## src/rtl/cpu_pkg.sv

```systemverilog
// rtl/cpu_pkg.sv - shared CPU core definitions
// Purpose: common constants for the pipeline and the stage action decode enum.
// Ports: none (package).
package cpu_pkg;

  localparam logic        RstEnable  = 1'b1;
  localparam logic        Stop       = 1'b1;
  localparam logic        NoStop     = 1'b0;
  localparam logic [31:0] ZeroWord   = 32'h0000_0000;
  localparam logic [4:0]  NOPRegAddr = 5'b00000;

  // What a pipeline register does at the next clock edge.
  typedef enum logic [2:0] {
    ACT_RESET   = 3'd0,
    ACT_FLUSH   = 3'd1,
    ACT_BUBBLE  = 3'd2,
    ACT_ADVANCE = 3'd3,
    ACT_HOLD    = 3'd4
  } stage_action_e;

endpackage

```

## src/rtl/stage_ctl.sv

```systemverilog
// rtl/stage_ctl.sv - stage boundary action decode
// Purpose: combinational priority decode of reset, flush and the stall bits
//   on both sides of a stage boundary into one stage_action_e.
// Ports:
//   rst     in  1  synchronous active-high reset request
//   flush   in  1  exception/branch flush
//   up_stop in  1  upstream stage stalled
//   dn_stop in  1  downstream stage stalled
//   action  out    decoded action for this edge
module stage_ctl
  import cpu_pkg::*;
(
  input  logic          rst,
  input  logic          flush,
  input  logic          up_stop,
  input  logic          dn_stop,
  output stage_action_e action
);

  always_comb begin
    action = ACT_HOLD;
    if (rst == RstEnable)
      action = ACT_RESET;
    else if (flush)
      action = ACT_FLUSH;
    else if (up_stop == Stop && dn_stop == NoStop)
      action = ACT_BUBBLE;
    else if (up_stop == NoStop)
      // Also covers the illegal !up_stop && dn_stop case: the op moves on.
      action = ACT_ADVANCE;
    else
      action = ACT_HOLD;
  end

endmodule

```

## src/rtl/pipe_stage_reg.sv

```systemverilog
// rtl/pipe_stage_reg.sv - parametrised inter-stage pipeline register
// Purpose: latches the register-write payload between two pipeline stages,
//   inserts bubbles, honours flush, counts bubbles and carries multi-cycle
//   op state (accumulator + step) back to the upstream stage while stalled.
// Ports:
//   clk, rst                          clock, synchronous active-high reset
//   stall [STALL_W]                   controller stall vector, 1 = stop
//   flush                             exception/branch flush
//   in_valid/in_wreg/in_whilo         upstream valid and write enables
//   in_wd [ADDR_W]                    destination register
//   in_wdata/in_hi/in_lo [DATA_W]     result payload
//   scr_i [SCR_W], cnt_i [CNT_W]      multi-cycle partial result and step
//   out_*                             registered payload
//   scr_o, cnt_o                      carried state fed back upstream
//   bubble_cnt [BCNT_W]               saturating bubble cycle count
module pipe_stage_reg
  import cpu_pkg::*;
#(
  parameter int STALL_W   = 6,
  parameter int STAGE_IDX = 3,
  parameter int DATA_W    = 32,
  parameter int ADDR_W    = 5,
  parameter int SCR_W     = 64,
  parameter int CNT_W     = 2,
  parameter int BCNT_W    = 16
) (
  input  logic               clk,
  input  logic               rst,
  input  logic [STALL_W-1:0] stall,
  input  logic               flush,
  input  logic               in_valid,
  input  logic               in_wreg,
  input  logic               in_whilo,
  input  logic [ADDR_W-1:0]  in_wd,
  input  logic [DATA_W-1:0]  in_wdata,
  input  logic [DATA_W-1:0]  in_hi,
  input  logic [DATA_W-1:0]  in_lo,
  input  logic [SCR_W-1:0]   scr_i,
  input  logic [CNT_W-1:0]   cnt_i,
  output logic               out_valid,
  output logic               out_wreg,
  output logic               out_whilo,
  output logic [ADDR_W-1:0]  out_wd,
  output logic [DATA_W-1:0]  out_wdata,
  output logic [DATA_W-1:0]  out_hi,
  output logic [DATA_W-1:0]  out_lo,
  output logic [SCR_W-1:0]   scr_o,
  output logic [CNT_W-1:0]   cnt_o,
  output logic [BCNT_W-1:0]  bubble_cnt
);

  logic          up_stop;
  logic          dn_stop;
  logic          unused_stall;
  stage_action_e action;

  assign up_stop = stall[STAGE_IDX];

  // The last stage has no downstream stall bit; never index past the vector.
  generate
    if (STAGE_IDX >= STALL_W - 1) begin : g_last
      assign dn_stop = NoStop;
    end else begin : g_mid
      assign dn_stop = stall[STAGE_IDX+1];
    end
  endgenerate

  // Only two bits of the shared stall vector belong to this boundary.
  assign unused_stall = ^stall;

  stage_ctl u_ctl (
    .rst     (rst),
    .flush   (flush),
    .up_stop (up_stop),
    .dn_stop (dn_stop),
    .action  (action)
  );

  always_ff @(posedge clk) begin
    unique case (action)
      ACT_RESET: begin
        out_valid  <= 1'b0;
        out_wreg   <= 1'b0;
        out_whilo  <= 1'b0;
        out_wd     <= ADDR_W'(NOPRegAddr);
        out_wdata  <= DATA_W'(ZeroWord);
        out_hi     <= DATA_W'(ZeroWord);
        out_lo     <= DATA_W'(ZeroWord);
        scr_o      <= '0;
        cnt_o      <= '0;
        bubble_cnt <= '0;
      end
      ACT_FLUSH: begin
        // Cancels any in-flight multi-cycle op; bubble count is untouched.
        out_valid  <= 1'b0;
        out_wreg   <= 1'b0;
        out_whilo  <= 1'b0;
        out_wd     <= ADDR_W'(NOPRegAddr);
        out_wdata  <= DATA_W'(ZeroWord);
        out_hi     <= DATA_W'(ZeroWord);
        out_lo     <= DATA_W'(ZeroWord);
        scr_o      <= '0;
        cnt_o      <= '0;
      end
      ACT_BUBBLE: begin
        out_valid  <= 1'b0;
        out_wreg   <= 1'b0;
        out_whilo  <= 1'b0;
        out_wd     <= ADDR_W'(NOPRegAddr);
        out_wdata  <= DATA_W'(ZeroWord);
        out_hi     <= DATA_W'(ZeroWord);
        out_lo     <= DATA_W'(ZeroWord);
        scr_o      <= scr_i;
        cnt_o      <= cnt_i;
        if (bubble_cnt != '1)
          bubble_cnt <= bubble_cnt + BCNT_W'(1);
      end
      ACT_ADVANCE: begin
        // Write enables are meaningless without a valid instruction.
        out_valid  <= in_valid;
        out_wreg   <= in_valid & in_wreg;
        out_whilo  <= in_valid & in_whilo;
        out_wd     <= in_wd;
        out_wdata  <= in_wdata;
        out_hi     <= in_hi;
        out_lo     <= in_lo;
        scr_o      <= '0;
        cnt_o      <= '0;
      end
      ACT_HOLD: begin
        scr_o      <= scr_i;
        cnt_o      <= cnt_i;
      end
      default: begin
        scr_o      <= '0;
        cnt_o      <= '0;
      end
    endcase
  end

  // The controller must never stall downstream while upstream advances.
  always_ff @(posedge clk) begin
    if (!rst)
      assert (!(up_stop == NoStop && dn_stop == Stop));
  end

endmodule

```

## config.mk

```make
export PLATFORM = sky130hd
export DESIGN_NAME = pipe_stage_reg
export DESIGN_NICKNAME = d
export VERILOG_FILES = /design/src/rtl/cpu_pkg.sv /design/src/rtl/stage_ctl.sv /design/src/rtl/pipe_stage_reg.sv
export SDC_FILE = /design/constraint.sdc
export NUM_CORES = 1
export LEC_CHECK = 0
export BUFFER_PORTS_ARGS = -buffer_cell sky130_fd_sc_hd__buf_2
export CAP_MARGIN = 15
export CORE_AREA = 2 2 140 142
export CTS_CLUSTER_DIAMETER = 120
export DETAILED_ROUTE_END_ITERATION = 16
export DIE_AREA = 0 0 142 144
export PLACE_DENSITY = 0.65
export SYNTH_ARGS = -nofsm -noshare
export SYNTH_HDL_FRONTEND = slang
export SYNTH_SLANG_ARGS = --single-unit
```

## constraint.sdc

```tcl
create_clock -name clk -period 7.2 [get_ports clk]
set_input_delay 0.36 -clock clk [delete_from_list [all_inputs] [get_ports clk]]
set_output_delay 0.36 -clock clk [all_outputs]
set_load 0.05 [all_outputs]
```

# After elaboration in Yosys (flattened, before gate mapping)
# Index checks and enable logic that the tools add are counted.
[word_totals] register_bits=186 input_bits=179 out_inout_bits=186 elab_cells=40
[classes] n_addsub=1 n_eq_ne=6 muxes=13 bitwise_logic=3 n_reduce_logical=7
[op_table] op="$pmux 32 s2" n=3
[op_table] op="$pmux 16 s2" n=1
[op_table] op="$add 16x1->16 const B" n=1
[op_table] op="$mux 16" n=1
[op_table] op="$ne 16x16->1 const B" n=1
[op_table] op="$mux 3" n=4
[op_table] op="$pmux 5 s2" n=1
[op_table] op="$eq 3x2->1 const B" n=2
[op_table] op="$pmux 1 s2" n=3
[op_table] op="$reduce_bool 2->1" n=2
[op_table] op="$eq 3x1->1 const B" n=1
[op_table] op="$eq 3x3->1 const B" n=1
[op_table] op="$logic_not 3->1" n=1
[op_table] op="$reduce_or 3->1" n=1
[op_table] op="$and 1x1->1" n=2
[op_table] op="$ne 2x2->1 const B" n=1
[op_table] op="$reduce_and 2->1" n=1
[op_table] op="$reduce_or 2->1" n=1
[op_table] op="$logic_and 1x1->1" n=1
[op_table] op="$not 1->1" n=1

# Depth between registers and ports, before layout
# Gate-level depths: netlist (run 1).
[logic_depth] ltp_word=8 depth_mapped=5 mapped_depth_nobuf=5

# By module
# From an unflattened synthesis (run 1), not the netlist that was laid out.
[unflattened] cells_unflattened=451 area_unflattened_um2=6541.3
[by_module_without_submodules] module="pipe_stage_reg" instances=1 cells_each=446 area_per_inst_um2=6516.2 seq_area_each_um2=4924.7
[by_module_without_submodules] module="stage_ctl" instances=1 cells_each=5 area_per_inst_um2=25.0 seq_area_each_um2=0.0

# Worst setup path after synthesis (run 1)
# Ideal clock, no wire load.
[synth_path] path_kind="input to register" from="input port flush" to="register out_hi[0] (enable)" setup_time_ns=0.958 t_arrival_ns=2.652 required_ns=6.242 slack_ns=3.591 path_stages=3 path_buffers=1 path_cell_list="nor3b_1 > clkbuf_1 > nand2_1"
[synth_via] elab_chain_cells=5 word_cells_on_any_way=8 classes_between="eq/ne (3); mux (2); reduce/logical (3)"
[synth_lines] element="start: declaration" line_no="pipe_stage_reg.sv:30" text="input logic flush,"
[synth_lines] element="$mux 3 (*)" line_no="stage_ctl.sv:24" text="else if (flush)"
[synth_lines] element="$mux 3 (*)" line_no="stage_ctl.sv:22" text="if (rst == RstEnable)"
[synth_lines] element="$eq 3x2->1 (tied with other cells)" line_no="pipe_stage_reg.sv:80" text="unique case (action)"
[synth_lines] element="$reduce_or 3->1 (no line)"
[synth_lines] element="$reduce_bool 2->1 (no line) (*)"
[synth_lines] element="end signal: assignment" line_no="pipe_stage_reg.sv:87" text="out_hi <= DATA_W'(ZeroWord);"
[synth_lines] element="end signal: assignment" line_no="pipe_stage_reg.sv:100" text="out_hi <= DATA_W'(ZeroWord);"
[synth_lines] element="end signal: assignment" line_no="pipe_stage_reg.sv:111" text="out_hi <= DATA_W'(ZeroWord);"
[synth_lines] element="end: declaration" line_no="pipe_stage_reg.sv:45" text="output logic [DATA_W-1:0] out_hi,"
# Mark *: on every way between the ends. The rest lies on a longest branch, timed or not.
# A chain may end at the register's enable or synchronous reset.

# Worst setup path in the final report (run 1)
[layout_path] from="input port stall[3]" to="register out_hi[12] (enable)"
[layout_via] elab_chain_cells=7 word_cells_on_any_way=11 classes_between="eq/ne (3); mux (4); reduce/logical (4)"
[layout_lines] element="start: declaration" line_no="pipe_stage_reg.sv:29" text="input logic [STALL_W-1:0] stall,"
[layout_lines] element="$mux 3 or $logic_and 1x1->1 (tied branches)" line_no="stage_ctl.sv:28, stage_ctl.sv:26"
[layout_lines] element="$mux 3 (*)" line_no="stage_ctl.sv:26" text="else if (up_stop == Stop && dn_stop == NoStop)"
[layout_lines] element="$mux 3 (*)" line_no="stage_ctl.sv:24"
[layout_lines] element="$mux 3 (*)" line_no="stage_ctl.sv:22"
[layout_lines] element="$eq 3x2->1 (tied with other cells)" line_no="pipe_stage_reg.sv:80"
[layout_lines] element="$reduce_or 3->1 (no line)"
[layout_lines] element="$reduce_bool 2->1 (no line) (*)"
# Marked as above.

==> results by group, run 1 <==
Setup path
  • Crit Path Max Fanout: 67
  • Critical path type: in2reg
  • Instance count on the critical path: 5
  • Flop-to-flop setup slack: between 5 and 6 ns
  • Cell Chain, Critical Path: buf_2, nor3b_2, buf_4, nand2_4, buf_4
  • Slowest CP cell: buf_4
  • Critical path endpoint category: flop
  • Worst EP required: slightly above 7 ns
  • Critical path buffers and inverters: 3
  • Worst r2r path cells: 5
  • Arr. time, crit path: roughly 2.2 ns
  • Startpoint types: input port
  • Most common cell on crit path: buf_4
  • CP max stage delay: 0.68 ns
  • Crit path max-delay family: buffers and inverters

Cells and area
  • Layout cells sized above 1: 0.4939
  • Area delta synth->final: 40.41%
  • Most common cell after layout, fill and taps aside: buf_2
  • Nets@finish: 987
  • Most frequent cells in the layout: buf_2, and2_1, edfxtp_1
  • Fillcell total: 1719

Pwr
  • Net switching power figure: between 600 and 700 µW
  • Switching share of power: 0.2758
  • Clk pwr share: 0.380
  • Cell-internal power: 1730 µW
  • Combinational share of power: 0.121
  • Power Dens Cells: about 260 nW/µm²
  • Power share of the sequential group: 0.498
  • Lkg Pwr: 0.004513 µW
  • Worst VDD drop: 0.1461 mV

STA
  • Setup TNS: 0 ns
  • Min cycle time layout: 2.160 ns
  • Max-slew headroom: 0.4348
  • RSZ-0062 raised after global routing: false
  • Setup violators final: 0
  • Worst hold margin: between 0.1 and 0.15 ns
  • Final Hold Vio Count: 0
  • Fin crit share: 0.3001
  • Slew @ Worst Pin: 0.8478 ns
  • Final max-slew violation count: 0
  • Fmax: 462.9 MHz
  • Worst clock skew: 0.01104 ns

Clock tree
  • Worst-skew pair later-pin latency: 0.42 ns
  • CTS Buf Count: 17
  • H-tree depth: 4
  • CTS Hold Bufs: 0
  • Max Buffers Root-to-Sink: 2
  • Clk sink count: 186
  • Root buffer cell: clkbuf_16
  • CTS tree: built
  • Worst-path clk slew: about 0.070 ns
  • Post-CTS Resized: 0
  • Post-CTS setup buffers: 0

Route
  • Initial DRC Count: 154
  • DR pass1 iterations: 4
  • DR WL/cell: 14.76 µm
  • Post-DRT Antenna Nets: 0
  • Total wire length: 15.64 mm
  • Total number of vias: 4496
  • Via-per-instance ratio: 4.242
  • DRC: 0

Synthesis
  • Synth Warn #: 0
  • Synthesized net count: 625
  • Post-synth top area share: 0.5531
  • Synth area leader: edfxtp_1
  • Register area share after synthesis: 0.7559
  • Async SR Flop Fraction: 0
  • Mapped Cells: 445
  • Mean Syn Cell Area: 14.64 µm²
  • Top area cells in the synthesized netlist: edfxtp_1, dfxtp_1, and2_1
  • Post-synth EDFFs: 120
  • Post-synthesis register bit count: 186
  • Yosys cell types: 28
  • Cell area after synthesis: 6515 µm²
  • Ys flop type: edfxtp_1

Floorplanning
  • Row Count: just over 50
  • Die area: slightly above 20000 µm²
  • Initial Util: 0.3415
  • Core box area: 19080 µm²
  • IO Pins: 365
  • Die width: between 100 and 150 µm
  • Die Y: 144 µm

Worst hold path
  • Worst Hold Class: in2reg
  • WHS Path Cells: 2

Global routing
  • Met2 usage in global routing: 0.2316
  • Vias in the first global route: 4010
  • Busiest grt layer: met2
  • Initial antenna violation count: 4
  • Pin count of the biggest net entering global routing: between 100 and 150
  • GR Util met1: 0.1615
  • Met3 usage: 0.06821
  • GRT Overall Usage: 0.1415
  • Remaining Overflow, GRT: 0
  • First-pass GRT wire length: approximately 22 mm

Placed design
  • Post-DP HPWL: 11.24 mm
  • Routability cong.: 0.7564
  • Port bufs: 360

Status
  • Status: finished, final reports clean

Flow run
  • Max_cap viols: 0
[worst paths after layout]
check                         to            from
hold reg to reg   bubble_cnt[14]  bubble_cnt[14]
setup reg to reg   bubble_cnt[5]   bubble_cnt[0]
setup / recovery      out_hi[12]        stall[3]
hold / removal         scr_o[55]       scr_i[55]
[cells in the mapped netlist, drive strengths merged, types with 3 or more instances]
| cell type | count |
|---|---|
| nand3 | 6 |
| nand2 | 6 |
| edfxtp | 120 |
| buf | 3 |
| and2 | 168 |
| nor3 | 6 |
| nor2 | 18 |
| inv | 6 |
| nand4 | 3 |
| dfxtp | 66 |
| xnor2 | 10 |
| nor4 | 3 |
| clkbuf | 17 |
[final cells by class]
class,instances,area [µm²],share of cell area
clock inverter,13,130.1,0.01423
clock buffer,19,452.9,0.04951
sequential,186,4925,0.5384
multi-input combinational,233,1490,0.1629
inverter,6,22.52,0.002462
timing repair buffer,363,1824,0.1994
tap,238,297.8,0.03255
antenna,2,5.005,0.0005471
[per-stage QoR]
| step | std cells | power, µW | setup WS [ns] | utilization | instance area (µm²) |
|---|---|---|---|---|---|
| floorplan | 445 | 1411 | 3.591 | - | 6515 |
| global placement | 1026 | 1506 | 4.571 | 0.4486 | 8559 |
| detailed placement | 1026 | 1508 | 4.545 | 0.4486 | 8559 |
| CTS | 1058 | 2421 | 4.999 | 0.4792 | 9143 |
| global route | 1058 | 2474 | 4.859 | 0.4792 | 9143 |
| finish | 1060 | 2389 | 5.040 | 0.4794 | 9148 |
[cells by family after synthesis]
| group | count (synthesis) | synth area share |
|---|---|---|
| flops | 186 | 0.7559 |
| compound gates | 4 | 0.003840 |
| simple gates | 216 | 0.2040 |
| xor+xnor | 12 | 0.01613 |
| buf+inv | 26 | 0.01824 |
| fa+ha+maj | 1 | 0.001920 |
[flip-flops by register name (all words and copies together) (netlist names)]
signal / flops
scr_o: 64
out_hi: 32
out_lo: 32
out_wdata: 32
bubble_cnt: 16
out_wd: 5
cnt_o: 2
out_valid: 1
out_whilo: 1
out_wreg: 1
[power groups by stage]
stage | Clock, µW | Combinational [µW] | Sequential [µW]
finish | 909 | 290 | 1190
global route | 973 | 306 | 1200
CTS | 936 | 293 | 1190
detailed placement | 0 | 293 | 1210
global placement | 0 | 292 | 1210
floorplan | 0 | 35.8 | 1380
[layer usage]
layer / wire length (µm) / share of wire
met1: 6162 / 0.39
met2: 7638 / 0.49
met3: 1544 / 0.099
met4: 267 / 0.017
met5: 30 / 0.0019
(Power assumes the default switching activity.)
==> run 2, diff against run 1 <==
==> constraint.sdc (replaced) <==
create_clock -name clk -period 2.03 [get_ports clk]
set_input_delay 0.1015 -clock clk [delete_from_list [all_inputs] [get_ports clk]]
set_output_delay 0.1015 -clock clk [all_outputs]
set_load 0.05 [all_outputs]
==> run 2 against run 1 <==
Net effect:
- worst setup slack lost 4.7 ns
- via count grew 17%
- total power grew to 3.7 times the previous value
- critical path depth grew 1
- combinational power grew to 4.6 times the previous value
- critical endpoint is now bubble_cnt[10]
- register-to-register slack lost 4.8 ns
- worst hold slack gained 0.14 ns
- critical path type is now reg2reg
==> results by group, run 2 (same netlist as run 1, synthesis figures left out) <==
Status
  • Status: finished, final reports clean (unchanged)

Pwr
  • Worst VDD drop: 0.5318 mV (was 0.1461 mV)
  • Lkg Pwr: 0.005264 µW (was 0.004513 µW)
  • Power Dens Cells: 802.1 nW/µm² (was 261.2 nW/µm²)
  • Tot Pwr: 8750 µW (was 2389 µW)

Cells and area
  • Finished Layout Cells: 1233 (was 1060)
  • Nets@finish: 1162 (was 987)
  • Final Core Density: 0.5718 (was 0.4794)
  • N_diodes: 0 (was 2)
  • Most common cell after layout, fill and taps aside: buf_2 (unchanged)
  • Max reg flops: 64 (unchanged)
  • Most frequent cells in the layout: buf_2, dlygate4sd3_1, and2_1 (was buf_2, and2_1, edfxtp_1)
  • Layout cells sized above 1: 0.4131 (was 0.4939)
  • Register with the most flip-flops: scr_o (unchanged)
  • Design area: 10910 µm² (was 9148 µm²)
  • Area delta synth->final: 67.45% (was 40.41%)

Floorplanning
  • Die Y: 144 µm (unchanged)
  • Row Count: 51 (unchanged)
  • Core box area: 19080 µm² (unchanged)
  • IO Pins: 365 (unchanged)
  • Die area: 20450 µm² (unchanged)
  • Die width: 142 µm (unchanged)
  • Initial Util: 0.3415 (unchanged)

Clock tree
  • Max Buffers Root-to-Sink: 2 (unchanged)
  • Worst-path clk slew: 0.07 ns (about the same)
  • Root buffer cell: clkbuf_16 (unchanged)
  • CTS Buf Count: 17 (unchanged)
  • CTS Hold Bufs: 169 (was 0)
  • CTS tree: built (unchanged)
  • Clk sink count: 186 (unchanged)
  • Worst-skew pair later-pin latency: 0.42 ns (about the same)
  • H-tree depth: 4 (unchanged)
  • Post-CTS setup buffers: 0 (unchanged)
  • Post-CTS Resized: 0 (unchanged)

Global routing
  • First-pass GRT wire length: 27.59 mm (was 21.74 mm)
  • Pin count of the biggest net entering global routing: 105 (unchanged)
  • GRT Overall Usage: 0.1770 (was 0.1415)
  • Vias in the first global route: 5333 (was 4010)
  • Initial antenna violation count: 0 (was 4)
  • Remaining Overflow, GRT: 0 (unchanged)

STA
  • Final Hold Vio Count: 0 (unchanged)
  • Worst clock skew: 0.009054 ns (was 0.01104 ns)
  • Fmax: 577.1 MHz
  • Final max-slew violation count: 0 (unchanged)
  • Slew @ Worst Pin: 0.4900 ns (was 0.8478 ns)
  • Max-slew headroom: 0.6733 (was 0.4348)
  • Setup violators final: 0 (unchanged)
  • RSZ-0062 raised after global routing: false (unchanged)
  • Fin crit share: 0.8536
  • Min cycle time layout: around 1.7 ns

Worst hold path
  • Hold_sp: rst (was scr_i[55])
  • Hold path endpoint: bubble_cnt[7] (was scr_o[55])
  • WHS Path Cells: 2 (unchanged)
  • Worst Hold Class: in2reg (unchanged)

Placed design
  • Post-DP HPWL: 11.64 mm (was 11.24 mm)
  • Dpl cell area: 8640 µm² (was 8559 µm²)
  • Cells after DPL: 1031 (was 1026)
  • Port bufs: 360 (unchanged)
  • Routability cong.: 0.7683 (was 0.7564)

Setup path
  • Startpoint types: flop (was input port)
  • Flop-to-flop setup slack: 0.30 ns (was 5.05 ns)
  • Worst EP required: 2.21 ns (was 7.25 ns)
  • Reg2reg end: bubble_cnt[10] (was bubble_cnt[5])
  • Arr. time, crit path: 1.91 ns (was 2.21 ns)
  • Crit Path Max Fanout: 4 (was 67)
  • Worst r2r path cells: 6 (was 5)
  • Critical path type: reg2reg (was in2reg)
  • Reg2Reg Launch Point: bubble_cnt[1] (was bubble_cnt[0])
  • Critical path endpoint category: flop (unchanged)

Route
  • Via-per-instance ratio: 4.275 (was 4.242)
  • DRC: 0 (unchanged)
  • DR pass1 iterations: 4 (unchanged)
  • Total wire length: 18.74 mm (was 15.64 mm)
  • Total number of vias: 5271 (was 4496)
  • Initial DRC Count: 236 (was 154)
  • Post-DRT Antenna Nets: 0 (unchanged)
  • DR WL/cell: 15.20 µm (was 14.76 µm)

Flow run
  • Max_cap viols: 0 (unchanged)
==> run 2: final cells by class <==
| type | count | area [µm²] |
|---|---|---|
| Inverter | 6 | 22.52 |
| Timing Repair Buffer | 538 | 3601 |
| Sequential cell | 186 | 4925 |
| Fill cell | 1517 | 8170 |
| Multi-Input combinational cell | 233 | 1495 |
| Tap cell | 238 | 297.8 |
| Clock inverter | 14 | 128.9 |
| Clock buffer | 18 | 439.2 |
==> run 2: how the worst max path moves through the flow <==
stage / start / to / slack [ns] / depth (start not counted)
detailed placement: bubble_cnt[1] / bubble_cnt[10] / 0.29 / 6
global route: bubble_cnt[1] / bubble_cnt[10] / 0.18 / 6
global placement: bubble_cnt[0] / bubble_cnt[10] / 0.32 / 6
CTS: bubble_cnt[1] / bubble_cnt[10] / 0.28 / 6
finish: bubble_cnt[1] / bubble_cnt[10] / 0.30 / 6
floorplan: bubble_cnt[0] / bubble_cnt[0] / -0.03 / 5
==> run 2: power breakdown <==
group          internal, µW  leakage, µW  switching (µW)
logic                   502      0.00304             821
clock network          1700     0.000289            1500
registers              4170      0.00193            55.1
==> run 2: through the flow <==
stage | TNS, ns | hold WS, ns | setup WS [ns]
2_1_floorplan | -0.4574 | 0.2232 | -0.02859
3_3_place_gp | 0 | 0.3012 | 0.3236
3_5_place_dp | 0 | 0.3031 | 0.2866
4_1_cts | 0 | 0.003495 | 0.2804
5_1_grt | 0 | 0.2696 | 0.1797
6_report | 0 | 0.2650 | 0.2972
==> run 2: metal layers <==
metal / global-route usage / vias to the layer above / wire [µm] / share of wire
li1: - / 2562 / - / -
met1: 0.1976 / 2430 / 7279 / 0.39
met2: 0.3069 / 251 / 9429 / 0.50
met3: 0.06921 / 28 / 1601 / 0.085
met4: 0.06632 / 0 / 433 / 0.023
met5: 0 / - / 0 / 0
==> run 2: critical path: stages, from the launching register on <==
cell	delay (ns)
edfxtp_1	0.37
ha_2	0.21
nand4_1	0.25
buf_4	0.24
nor3_1	0.23
xnor2_1	0.14
nor2_1	0.05
